### config.mk
export PLATFORM = sky130hd
export DESIGN_NAME = systolic_ctrl_flat
export DESIGN_NICKNAME = d
export VERILOG_FILES = /design/src/rtl/systolic_ctrl_pkg.sv /design/src/rtl/systolic_ctrl_if.sv /design/src/rtl/systolic_ctrl_skew_gen.sv /design/src/rtl/systolic_ctrl.sv /design/src/flat_wrapper.sv
export SDC_FILE = /design/constraint.sdc
export NUM_CORES = 1
export LEC_CHECK = 0
export BUFFER_PORTS_ARGS = -buffer_cell sky130_fd_sc_hd__buf_2
export CAP_MARGIN = 0
export CORE_MARGIN = 1.5
export CORE_UTILIZATION = 53
export CTS_BUF_LIST = sky130_fd_sc_hd__clkbuf_4 sky130_fd_sc_hd__clkbuf_8
export DETAILED_ROUTE_END_ITERATION = 8
export PLACE_DENSITY = 0.76
export SLEW_MARGIN = 20
export SYNTH_ARGS = -nofsm -noshare
export SYNTH_HDL_FRONTEND = slang
export SYNTH_HIERARCHICAL = 1
export SYNTH_SLANG_ARGS = --single-unit
### constraint.sdc
create_clock -name clk -period 3.3 [get_ports clk]
set_input_delay 0.165 -clock clk [delete_from_list [all_inputs] [get_ports clk]]
set_output_delay 0.165 -clock clk [all_outputs]
set_load 0.01 [all_outputs]
### src/rtl/systolic_ctrl_pkg.sv
// Shared types and constants for the systolic array sequencing controller.
package systolic_pkg;

    localparam int ARRAY_N_DEF = 4;
    localparam int K_W_DEF     = 8;

    typedef enum logic [2:0] {
        ST_IDLE,
        ST_CLEAR,
        ST_FEED,
        ST_DRAIN,
        ST_READ,
        ST_DONE
    } state_e;

    // A 1x1 array still needs a one-bit row index.
    function automatic int row_w(input int n);
        return (n > 1) ? $clog2(n) : 1;
    endfunction

endpackage

### src/rtl/systolic_ctrl_if.sv
// Controller-side bundle: start/length, operand-buffer reads, PE clear and result handshake.
// Carries perf_cycles only when SYSTOLIC_CTRL_PERF_EN is defined.
interface systolic_ctrl_if #(
    parameter int ARRAY_N = systolic_pkg::ARRAY_N_DEF,
    parameter int K_W     = systolic_pkg::K_W_DEF
) ();
    localparam int ROW_W = systolic_pkg::row_w(ARRAY_N);

    logic                     start;
    logic [K_W-1:0]           k_len;
    logic                     busy;
    logic                     done;
    logic                     pe_clr_n;
    logic [ARRAY_N-1:0]       a_rd_en;
    logic [ARRAY_N*K_W-1:0]   a_rd_addr;
    logic [ARRAY_N-1:0]       b_rd_en;
    logic [ARRAY_N*K_W-1:0]   b_rd_addr;
    logic                     res_valid;
    logic [ROW_W-1:0]         res_row;
    logic                     res_ready;
`ifdef SYSTOLIC_CTRL_PERF_EN
    logic [31:0]              perf_cycles;
`endif

    modport master (
        input  start, k_len, res_ready,
        output busy, done, pe_clr_n, a_rd_en, a_rd_addr, b_rd_en, b_rd_addr,
               res_valid, res_row
`ifdef SYSTOLIC_CTRL_PERF_EN
        , output perf_cycles
`endif
    );

    modport slave (
        output start, k_len, res_ready,
        input  busy, done, pe_clr_n, a_rd_en, a_rd_addr, b_rd_en, b_rd_addr,
               res_valid, res_row
`ifdef SYSTOLIC_CTRL_PERF_EN
        , input perf_cycles
`endif
    );

endinterface

### src/rtl/systolic_ctrl_skew_gen.sv
// Combinational skew decoder: lane i reads element t-i while i <= t < i+K, else idles at address 0.
module skew_gen
    import systolic_pkg::*;
#(
    parameter int ARRAY_N = ARRAY_N_DEF,
    parameter int K_W     = K_W_DEF
) (
    input  logic                   active,
    input  logic [K_W:0]           t,
    input  logic [K_W-1:0]         k,
    output logic [ARRAY_N-1:0]     en,
    output logic [ARRAY_N*K_W-1:0] addr
);

    always_comb begin
        en   = '0;
        addr = '0;
        for (int i = 0; i < ARRAY_N; i++) begin
            // One extra bit so i+K cannot wrap at the top of the K range.
            if (active && ({1'b0, t} >= (K_W+2)'(i)) &&
                ({1'b0, t} < ((K_W+2)'(i) + {2'b00, k}))) begin
                en[i]                = 1'b1;
                addr[i*K_W +: K_W]   = K_W'(t - (K_W+1)'(i));
            end
        end
    end

endmodule

### src/rtl/systolic_ctrl.sv
// Sequencer for an NxN output-stationary systolic array: clear, skewed feed, drain, row readout.
// Optional busy-cycle counter on perf_cycles when SYSTOLIC_CTRL_PERF_EN is defined.
module systolic_ctrl
    import systolic_pkg::*;
#(
    parameter int ARRAY_N     = ARRAY_N_DEF,
    parameter int K_W         = K_W_DEF,
    parameter int DRAIN_EXTRA = 2
) (
    input logic             clk,
    input logic             rst_n,
    systolic_ctrl_if.master bus
);

    localparam int                ROW_W      = row_w(ARRAY_N);
    localparam logic [K_W:0]      DRAIN_LAST = (K_W+1)'(ARRAY_N - 2 + DRAIN_EXTRA);
    localparam logic [ROW_W-1:0]  ROW_LAST   = ROW_W'(ARRAY_N - 1);

    state_e           state_q, state_d;
    logic [K_W-1:0]   k_q, k_d;
    logic [K_W:0]     cnt_q, cnt_d;
    logic [ROW_W-1:0] row_q, row_d;
    logic [K_W:0]     feed_last;
    logic             feed_active;

    // Last feed beat is t = K+N-2, when row N-1 consumes its final operand.
    assign feed_last   = {1'b0, k_q} + (K_W+1)'(ARRAY_N - 2);
    assign feed_active = (state_q == ST_FEED);

    always_comb begin
        state_d = state_q;
        k_d     = k_q;
        cnt_d   = cnt_q;
        row_d   = row_q;
        case (state_q)
            ST_IDLE: begin
                if (bus.start) begin
                    state_d = ST_CLEAR;
                    k_d     = bus.k_len;
                    cnt_d   = '0;
                    row_d   = '0;
                end
            end
            ST_CLEAR: begin
                cnt_d   = '0;
                state_d = (k_q != '0) ? ST_FEED : ST_READ;
            end
            ST_FEED: begin
                if (cnt_q == feed_last) begin
                    cnt_d   = '0;
                    state_d = ST_DRAIN;
                end else begin
                    cnt_d = cnt_q + (K_W+1)'(1);
                end
            end
            ST_DRAIN: begin
                if (cnt_q == DRAIN_LAST) begin
                    state_d = ST_READ;
                end else begin
                    cnt_d = cnt_q + (K_W+1)'(1);
                end
            end
            ST_READ: begin
                if (bus.res_ready) begin
                    if (row_q == ROW_LAST) begin
                        state_d = ST_DONE;
                    end else begin
                        row_d = row_q + ROW_W'(1);
                    end
                end
            end
            ST_DONE:  state_d = ST_IDLE;
            default:  state_d = ST_IDLE;
        endcase
    end

    always_ff @(posedge clk or negedge rst_n) begin
        if (!rst_n) begin
            state_q <= ST_IDLE;
            k_q     <= '0;
            cnt_q   <= '0;
            row_q   <= '0;
        end else begin
            state_q <= state_d;
            k_q     <= k_d;
            cnt_q   <= cnt_d;
            row_q   <= row_d;
        end
    end

    skew_gen #(.ARRAY_N(ARRAY_N), .K_W(K_W)) u_skew_a (
        .active (feed_active),
        .t      (cnt_q),
        .k      (k_q),
        .en     (bus.a_rd_en),
        .addr   (bus.a_rd_addr)
    );

    skew_gen #(.ARRAY_N(ARRAY_N), .K_W(K_W)) u_skew_b (
        .active (feed_active),
        .t      (cnt_q),
        .k      (k_q),
        .en     (bus.b_rd_en),
        .addr   (bus.b_rd_addr)
    );

    // Reset also holds the PEs cleared, so results never survive a reset.
    assign bus.pe_clr_n  = rst_n && (state_q != ST_CLEAR);
    assign bus.busy      = (state_q != ST_IDLE);
    assign bus.done      = (state_q == ST_DONE);
    assign bus.res_valid = (state_q == ST_READ);
    assign bus.res_row   = row_q;

`ifdef SYSTOLIC_CTRL_PERF_EN
    logic [31:0] perf_q, perf_d;

    always_comb begin
        perf_d = perf_q;
        if ((state_q == ST_IDLE) && bus.start) begin
            perf_d = '0;
        end else if ((state_q != ST_IDLE) && (perf_q != '1)) begin
            perf_d = perf_q + 32'd1;
        end
    end

    always_ff @(posedge clk or negedge rst_n) begin
        if (!rst_n) begin
            perf_q <= '0;
        end else begin
            perf_q <= perf_d;
        end
    end

    assign bus.perf_cycles = perf_q;
`endif

endmodule

### src/flat_wrapper.sv
// flat-port wrapper written by rule: the top's interface ports become plain ports
module systolic_ctrl_flat import systolic_pkg::*;
#(
    parameter int ARRAY_N     = ARRAY_N_DEF,
    parameter int K_W         = K_W_DEF,
    parameter int DRAIN_EXTRA = 2
)
  (clk, rst_n, bus_start, bus_k_len, bus_res_ready, bus_busy, bus_done, bus_pe_clr_n, bus_a_rd_en, bus_a_rd_addr, bus_b_rd_en, bus_b_rd_addr, bus_res_valid, bus_res_row);
  systolic_ctrl_if #(.ARRAY_N(ARRAY_N), .K_W(K_W)) bus_i ();
  input logic clk;
  input logic rst_n;
  input wire logic [$bits(bus_i.start)-1:0] bus_start;
  input wire logic [$bits(bus_i.k_len)-1:0] bus_k_len;
  input wire logic [$bits(bus_i.res_ready)-1:0] bus_res_ready;
  output wire logic [$bits(bus_i.busy)-1:0] bus_busy;
  output wire logic [$bits(bus_i.done)-1:0] bus_done;
  output wire logic [$bits(bus_i.pe_clr_n)-1:0] bus_pe_clr_n;
  output wire logic [$bits(bus_i.a_rd_en)-1:0] bus_a_rd_en;
  output wire logic [$bits(bus_i.a_rd_addr)-1:0] bus_a_rd_addr;
  output wire logic [$bits(bus_i.b_rd_en)-1:0] bus_b_rd_en;
  output wire logic [$bits(bus_i.b_rd_addr)-1:0] bus_b_rd_addr;
  output wire logic [$bits(bus_i.res_valid)-1:0] bus_res_valid;
  output wire logic [$bits(bus_i.res_row)-1:0] bus_res_row;
  assign bus_i.start = bus_start;
  assign bus_i.k_len = bus_k_len;
  assign bus_i.res_ready = bus_res_ready;
  assign bus_busy = bus_i.busy;
  assign bus_done = bus_i.done;
  assign bus_pe_clr_n = bus_i.pe_clr_n;
  assign bus_a_rd_en = bus_i.a_rd_en;
  assign bus_a_rd_addr = bus_i.a_rd_addr;
  assign bus_b_rd_en = bus_i.b_rd_en;
  assign bus_b_rd_addr = bus_i.b_rd_addr;
  assign bus_res_valid = bus_i.res_valid;
  assign bus_res_row = bus_i.res_row;
  systolic_ctrl #(.ARRAY_N(ARRAY_N), .K_W(K_W), .DRAIN_EXTRA(DRAIN_EXTRA)) u_core (.clk(clk), .rst_n(rst_n), .bus(bus_i));
endmodule
==> impl_metrics.yaml <==
drt:
  wl_per_cell_um: 17.0
  firstDrtPassIters: 4
  viasPerCell: 6.07
  drt_iter0_drc: 249
  drc: 0
  drt.antenna.violating_nets: 0
  routed_wirelength_um: 14500
  vias: 5175
sta:
  setup_ws_ns: 0.197
  relSlewSlack_pct: 37.7
  setup_viol: 0
  timing.fmax_mhz: 322
  period_needed_ns: 3.10
  worstMarginPinSlew_ns: 0.934
  setup-tns-final_ns: 0
  finalClockSkew_ns: 0.00571
  drv_slew: 0
  fin_crit_sh_pct: 94.0
  hold_viol: 0
worst_setup_path:
  r2r_slack_ns: 0.48
  reg2reg_from: "u_core/k_q[2]"
  critPathLaunchType: "flip-flop"
  worst-setup-path-type: "reg -> out"
  path_cells: "buf_4 > ha_1 > nand2_1 > nor2_1 > xnor2_1 > ha_1 > a21o_1 > a21oi_1 > o211ai_1 > buf_4 > nor3_1 > buf_2"
  critPathTopFamily: "adder cells"
  crit_slowest_cell: "dfrtp_2"
  rr_endpoint: "u_core/cnt_q[5]"
  rr_worst_depth: 7
  crit_path_end_kind: "output port"
  cp_data_required_time_ns: 3.13
  max_stage_delay_ns: 0.45
  worst-path-buf-inv: 3
  cp.arrival_ns: 2.94
  crit_fanout: 10
clock_tree:
  cts_buffers: 3
  clk_pin_slew_ns: 0.08
  cts_tree: "built"
  htreeDepth: 1
  cts.path.max_buffers: 2
  cts_root_buffer: "clkbuf_8"
  clk_latency_ns: 0.26
  cts_sinks: 22
synth:
  yosys_warnings: 6
  yosysMostFrequentCell: "ha_1"
  synthCells: 626
  ys_seq_elements: 22
  synth_edf_count: 0
  yosysTopAreaCell: "ha_1"
  syn_area_um2: 5080
  synth_fp_nets: 726
  synth_top_cell_area_share_pct: 21.7
  synthTopCellsByArea: "ha_1 22%, dfrtp_1 11%, xnor2_1 9.1%"
  synth.avg_cell_area_um2: 8.12
  synthArstFlopShare_pct: 100
  yosysUniqueCellTypes: 69
  ys_seq_area_share_pct: 10.8
  yosys-top-cells-count: "88 x ha_1, 59 x nor3_1, 53 x xnor2_1"
  synthFlopType: "dfrtp_1"
placement:
  portBuffers: 89
  post-place-ws_ns: 0.175
  routabilityCongestion: 0.956
  dp_hpwl_um: 10800
hold_path:
  min_path_type: "in -> reg"
  min_path_cells: 3
  hold_path_end: "u_core/k_q[7]"
  holdCritStartpoint: "bus_k_len[7]"
pwr:
  p_leak_nw: 2.86
  power_density_nw_per_um2: 1060
  ir_drop_mv: 0.604
layout:
  diodes: 0
  n_fill_cell: 856
  fin_nets: 825
  areaGrowthSynthToFinish_pct: 15.2
  drive_gt1_share_pct: 25.4
global_routing:
  grt_pass1_vias: 4872
  track_usage_pct: 28.4
  grt_util_met3_pct: 1.53
  grt_overflow: 0
  busiest_layer: "met2"
  grt_max_degree: 24
  met2_usage_pct: 49.1
  antenna_found_initial: 0
  grt_pass1_wl_um: 23600
  grtUsageMet1_pct: 38.3
job:
  max-cap-violations: 0
die:
  ios: 90
  die_y_um: 101
  core_um2: 9280
  die_area_um2: 10200
  die_w_um: 101
  rows: 35
  start_util_pct: 54.8
run_status:
  status: "finished, final reports clean"
==> worst min-delay path: cells and delay by family <==
family,cells,cell delay (ns)
buffers and inverters,1,0.07
AOI/OAI and AO/OA,1,0.05
and+or+nand+nor,1,0.03
==> cells in the final DEF, fill, tap and decap left out, types with 7 or more instances in the layout <==
master and count:
nor2b_1 8, nor2_1 29, mux2_2 8, buf_4 31
buf_2 89, nor3_1 59, nand2b_1 9, dfrtp_1 17
nand3_1 25, nor4_1 7, xnor2_1 53, a21oi_1 27
a21o_1 8, xor2_1 19, a211o_1 8, o21ai_0 14
nand2_1 45, o211ai_1 11, inv_1 37, nand4_1 12
nor3_2 10, ha_1 88, a22oi_1 8, nor3b_1 10
==> logic make-up after synthesis <==
group | count (synthesis) | synth area share, %
xor gates and xnor gates | 72 | 12.4
adders and majority gates | 88 | 21.7
AOI/OAI and AO/OA | 121 | 18.7
muxes | 8 | 1.77
buffers and inverters | 66 | 6.18
and+or+nand+nor | 249 | 28.4
DFF | 22 | 10.8
==> timing repair <==
| action | in CTS | in global routing |
|---|---|---|
| endpoints found under the hold margin | 22 | 0 |
| cloned | 0 | 0 |
| hold buffers | 1 | 0 |
| setup buffers | 0 | 2 |
| resized for setup | 1 | 9 |
| setup endpoints to repair | 28 | 50 |
| pin swaps | 1 | 2 |
==> sequential cells by signal (all words and copies together), names as in the netlist <==
signal / cells
u_core/cnt_q: 9
u_core/bus.res_row: 2
u_core/state_q: 3
u_core/k_q: 8
==> report_power, final <==
part           switching [mW]  internal, mW  leakage, nW
Clock                  0.0889         0.106       0.0288
Sequential              0.352         0.362        0.276
Combinational            3.04          2.26         2.55
Total                    3.48          2.73         2.86
==> metal layers <==
layer,wire length (um),share of wire (%),vias to the layer above
met5,0,0,-
met2,7040,48,218
met1,6520,45,2446
met3,793,5.5,20
li1,-,-,2491
met4,188,1.3,0
==> per-stage QoR <==
step	utilization (%)	std cells	area [um^2]	power (mW)	hold slack [ns]
floorplan	-	626	5080	4.36	-0.131
global placement	61.8	846	5740	5.64	0.162
detailed placement	61.8	846	5740	5.84	0.170
CTS	62.5	851	5810	6.05	0.102
global route	63.1	853	5850	6.75	0.111
finish	63.1	853	5850	6.20	0.104
==> worst max-delay path by stage <==
stage	start	cells after the start	endpoint	slack [ns]
after floorplan	u_core/k_q[2]	9	bus_a_rd_addr[19]	0.37
after global placement	u_core/k_q[1]	11	bus_a_rd_addr[27]	0.33
after detailed placement	u_core/k_q[1]	11	bus_b_rd_addr[26]	0.17
after CTS	u_core/k_q[2]	9	bus_b_rd_addr[14]	0.007
after global routing	u_core/k_q[2]	12	bus_a_rd_addr[14]	-0.01
final	u_core/k_q[2]	12	bus_a_rd_addr[14]	0.20
==> cell type report <==
cell class,count,area (um^2),area share (%)
Sequential cell,22,559,9.55
Inverter,39,146,2.50
Clock buffer,4,55.1,0.940
Tap cell,129,161,2.76
Timing Repair Buffer,121,688,11.8
Multi-Input combinational cell,538,4240,72.5
(Power assumes the default switching activity.)
